[config.mk]
export PLATFORM = sky130hd
export DESIGN_NAME = demux_1to4
export DESIGN_NICKNAME = d
export VERILOG_FILES = /design/src/rtl/demux_1to4.sv
export SDC_FILE = /design/constraint.sdc
export NUM_CORES = 1
export LEC_CHECK = 0
export BUFFER_PORTS_ARGS = -buffer_cell sky130_fd_sc_hd__buf_2
export CORE_MARGIN = 10
export CORE_UTILIZATION = 47
export CTS_BUF_LIST = sky130_fd_sc_hd__clkbuf_16
export DETAILED_ROUTE_END_ITERATION = 7
export GPL_TIMING_DRIVEN = 0
export PLACE_DENSITY_LB_ADDON = 0.08
export SLEW_MARGIN = 10
export SYNTH_ARGS = -nofsm -noshare
export SYNTH_HDL_FRONTEND = slang
export SYNTH_SLANG_ARGS = --single-unit
[constraint.sdc]
create_clock -name clk -period 1.9 [get_ports clk]
set_input_delay 0.475 -clock clk [delete_from_list [all_inputs] [get_ports clk]]
set_output_delay 0.475 -clock clk [all_outputs]
set_load 0.01 [all_outputs]
[src/rtl/demux_1to4.sv]
// Registered 1:4 stream demultiplexer: din is steered by sel into one of four
// one-entry output registers with per-channel back-pressure. Optional per-channel
// drain counters on xfer_cnt are built only when DEMUX_CNT_EN is defined.
module demux_1to4 #(
  parameter int N = 8
) (
  input  logic         clk,
  input  logic         rst,
  input  logic         en,
  input  logic [1:0]   sel,
  input  logic [N-1:0] din,
  input  logic         din_valid,
  output logic         din_ready,
  output logic [N-1:0] y_a,
  output logic [N-1:0] y_b,
  output logic [N-1:0] y_c,
  output logic [N-1:0] y_d,
  output logic [3:0]   y_valid,
`ifdef DEMUX_CNT_EN
  output logic [31:0]  xfer_cnt,
`endif
  input  logic [3:0]   y_ready
);

  // Handshake: a transfer happens on a rising edge where valid and ready are
  // both 1; valid never waits on ready, and a held word stays stable until taken.
  logic [N-1:0] y_q [4];
  logic [3:0]   load;
  logic [3:0]   drain;
  logic         accept;

  // Only the selected channel's occupancy gates the input, so a stalled
  // channel never blocks traffic to the others.
  assign din_ready = en & (~y_valid[sel] | y_ready[sel]);
  assign accept    = din_valid & din_ready;

  always_comb begin
    load = 4'b0000;
    if (accept) load[sel] = 1'b1;
    drain = y_valid & y_ready;
  end

  always_ff @(posedge clk or posedge rst) begin
    if (rst) begin
      y_valid <= 4'b0000;
      for (int k = 0; k < 4; k++) y_q[k] <= '0;
    end else begin
      for (int k = 0; k < 4; k++) begin
        if (load[k]) begin
          y_q[k]     <= din;
          y_valid[k] <= 1'b1;
        end else if (drain[k]) begin
          y_valid[k] <= 1'b0;
        end
      end
    end
  end

  assign y_a = y_q[0];
  assign y_b = y_q[1];
  assign y_c = y_q[2];
  assign y_d = y_q[3];

`ifdef DEMUX_CNT_EN
  logic [7:0] cnt [4];

  // Counters wrap naturally at 8 bits.
  always_ff @(posedge clk or posedge rst) begin
    if (rst) begin
      for (int k = 0; k < 4; k++) cnt[k] <= 8'd0;
    end else begin
      for (int k = 0; k < 4; k++) begin
        if (drain[k]) cnt[k] <= cnt[k] + 8'd1;
      end
    end
  end

  assign xfer_cnt = {cnt[3], cnt[2], cnt[1], cnt[0]};
`endif

endmodule
## Word level (Yosys, flattened, before mapping)

Cells that the tools add are included.

- Bits of input ports: 18
- Output and inout bits: 37
- Bits in registers: 36

- Bitwise gates (word level): 5
- Reduce and logical (&&, ||, !) cells: 5
- Order comparisons: 2
- Multiplexer cells: 15

Operator list:

| cell | number |
|---|---|
| 1-bit two-way mux | 11 |
| 2-bit nonzero test | 4 |
| 4-bit AND | 1 |
| 1-bit binary-select mux with 2-bit select | 2 |
| 4-bit two-way mux | 1 |
| 2-bit by 3-bit < comparator with 1-bit output, second input constant | 1 |
| 1-bit AND | 2 |
| 1-bit demux with 2-bit select | 1 |
| 2-bit by 1-bit greater-or-equal comparator with 1-bit output, second input constant | 1 |
| 1-bit logical AND | 1 |
| 1-bit NOT | 1 |
| 1-bit bitwise OR | 1 |

## Longest topological paths before layout

- Depth after elaboration: 8
- Mapped depth: 4

## Worst setup path before layout

OpenSTA, ideal clock, no wires.

- Path type: input to output
- Start: in sel[0]
- End: out din_ready
- Path slack: -0.004 ns
- Data arrival time: 1.429 ns
- Cell stages on the path: 4
- Cells stage by stage: buf_4 -> or4bb_2 -> o311ai_0 -> a21oi_1

- Cells in the longest elaborated chain, start to end: 5
- Elaborated cells on any way between the ends: 7
- Classes of those cells: mux (4); bitwise (3)

Ends and longest elaborated chain:

| item | RTL line | source |
|---|---|---|
| start: declaration | 10 | `input logic [1:0] sel,` |
| 1-bit binary-select mux with 2-bit select | 34 | `assign din_ready = en & (~y_valid[sel] \| y_ready[sel]);` |
| 1-bit two-way mux (not written as such) | 34 |  |
| 1-bit NOT | 34 |  |
| 1-bit bitwise OR * | 34 |  |
| 1-bit AND * | 34 |  |
| end: declaration | 13 | `output logic din_ready,` |

Every way passes the cells marked *; elsewhere a longest branch is shown, timed or not. The select of a mux whose other input is x is not followed.

## Worst setup path in the final report

Ends and elaborated chain as after synthesis.

==> results.md <==
* Status: complete, no violations
* Vias per cell at approximately 5.2
* Largest net degree at the start of global routing at 37
* H-tree Lvls at 2
* Net switching power at a little under 0.6 mW
* Slew headroom at 51.1%
* TritonCTS Buffers at 5
* Cell area after layout at 1910 sq um
* Post-synth top area cell: dfrtp_1
* Post-synth top area share at roughly 63%
* CP Data Arrival Time at 1.39 ns
* DR WL/cell at 17.6 um
* Cell Chain, Critical Path: buf_8 -> or4bb_4 -> o311ai_4 -> a21oi_2 -> buf_2
* Final Critical Period at around 1.9 ns
* Full die area at between 5000 and 6000 sq um
* Core area at between 2000 and 3000 sq um
* Syn avg cell area at about 16 sq um
* Synth cell count leaders: 36 x dfrtp_1, 32 x mux2_2, 3 x nand2b_1, 2 x nand2_1, 2 x nand3_2
* CTS root buffer: clkbuf_16
* Mapped Area at 1430 sq um
* Pint at around 1.6 mW
* Vias post-DR at 941
* Sequential element share of the synthesized area at roughly 63%
* Worst hold-check path type: in -> async
* Worst Setup Path Type: in -> out
* CP Launch Type: primary input
* Initial detailed-routing violation count at 37
* Top_reg_cell synth: dfrtp_1
* R2R Setup Slk at ~0.29 ns
* Clock buffer depth at 2
* Clock Sinks at 36
* Global route overflow at 0
* Routability congestion estimate at between 0.7 and 0.8
* Reg power frac at 44.7%
* RR Startpoint: y_valid[0]
* Num rows at 19
* Critical Path Start: sel[0]
* Layout net count at between 150 and 200
* Post-synth EDFFs at 0
* Synth Net Count at about 110
* Cell with the most instances after synthesis: dfrtp_1
* Worst path required time at around 1.4 ns
* Leak pwr at between 0.9 and 1 nW
* Crit path max fanout at 8
* Total global-route track usage at a little under an eighth
* Initial Util at approximately 51%
* Pwr Total at 2.24 mW
* IO Count at 55
* Skew-Pair Late Insertion Delay at approximately 0.27 ns
* CP delay by family, top: simple AND/OR/NAND/NOR gates
* Max_cap viols at 0
* Sw Share at approximately a quarter
* Die X at approximately 75 um
* Final Setup Violations at 0
* Slowest stage delay, CP at between 0.5 and 0.6 ns
* First drt pass iteration count at 3
* Layout cells sized above 1 at 68.2%
* Final slew viol count at 0
* Fin Clk Skew at around 0.0054 ns
* Area contributors post-synth: dfrtp_1 63%, mux2_2 25%, nand3_2 1.4%
* Setup_tns at 0 ns
* Final wirelength at 3.20 mm
* Routed Antenna Nets at 0
* TritonCTS clock tree: built
* Comb pwr share at ~22%
* Antenna violations before repair at 0
* Pwr dens at 1170 nW/um^2
* Die height at about 75 um
* First-pass GRT wire length at approximately 5 mm
* CTS clk-pin slew, worst paths at 0.05 ns
* Area grow syn2layout at 33.6%
* Clock Power Share at roughly a third
* Final period util at between 90% and 100%
* Crit path buf inv count at 2
* Peak Freq at roughly 540 MHz
* Hold_ws at between 0.3 and 0.4 ns
* Maximum vdd drop at just under 0.8 mV
* Crit-path slowest cell: or4bb_4
* CP Capture Type: output pin
* Yosys reg bits at 36
* Yosys warns at 0
* Hpwl dp at around 2.4 mm
* Port bufs at 53
* Post-Syn Instances at 90
* Post-DP Area at between 1500 and 2000 sq um
* Worst slew pin tran at around 0.73 ns
* Post-synthesis cell type count at 20
* Hold_buf cts at 0
* Number of global-route vias before repair at slightly below 1,000
* Fin. Hold Viols at 0
* Ant. Diodes at 0
* DRC at 0
* Asr flop ratio synth at 100%
## worst paths after layout
path / endpoint / cells after the start
setup reg to reg: y_a[7] / 3
max in group asynchronous: y_a[1] / 2
hold / removal: y_c[4] / 2
setup / recovery: din_ready / 5
hold reg to reg: y_a[0] / 1
min in group clk: y_valid[2] / 2
## per-layer routing
layer / up-vias / track usage (%) / wire length (um)
met5: - / 0 / 0
met1: 459 / 13.9 / 1300
li1: 446 / - / -
met4: 0 / 3.09 / 11
met3: 2 / 6.44 / 352
met2: 34 / 18.6 / 1540
## repair_timing
action,CTS,global route
hold endpoints to repair,0,0
setup buffers,0,0
resized for setup,4,4
setup endpoints to repair,1,1
pin swaps,1,1
## final cells by class
type	count	area, sq um
repair buffers	53	272
well taps	31	38.8
plain buffers	1	15.0
flip-flops and latches	36	901
inverters	1	3.75
clock inverters	3	13.8
multi-input cells	52	542
fillers	213	918
clock buffers	5	125
## power groups by stage
| stage | Clock, mW | Sequential, mW | Combinational, mW |
|---|---|---|---|
| 6_report | 0.753 | 0.999 | 0.485 |
| 5_1_grt | 0.810 | 1.02 | 0.531 |
| 4_1_cts | 0.772 | 1.00 | 0.496 |
| 3_5_place_dp | 0 | 1.01 | 0.493 |
| 3_3_place_gp | 0 | 1.00 | 0.481 |
| 2_1_floorplan | 0 | 1.09 | 0.172 |
## layout by cell type, fill, tap and decap left out, types with 2 or more instances in the layout
cell	instances
nand2_1	2
buf_2	52
mux2_2	32
dfrtp_1	36
nand2b_1	3
nand3_2	2
clkbuf_16	5
clkinv_2	2
## cell families after synthesis
| kind of cell | synth area share, % |
|---|---|
| muxes | 25.9 |
| DFF | 63.0 |
| buffers and inverters | 0.787 |
| and+or+nand+nor | 9.01 |
| AOI/OAI and AO/OA | 1.31 |
## sequential cells by signal, indices dropped and copies added, names as in the netlist
signal   flops
y_a          8
y_valid      4
y_d          8
y_b          8
y_c          8
## stage by stage
| step | setup WS, ns | util (%) | cells |
|---|---|---|---|
| floorplan | 0.0125 | - | 90 |
| global placement | -0.135 | 61.3 | 174 |
| detailed placement | -0.139 | 61.3 | 174 |
| CTS | 0.0223 | 66.7 | 182 |
| global route | -0.00308 | 67.5 | 182 |
| finish | 0.0358 | 67.5 | 182 |
(Power assumes the default switching activity.)
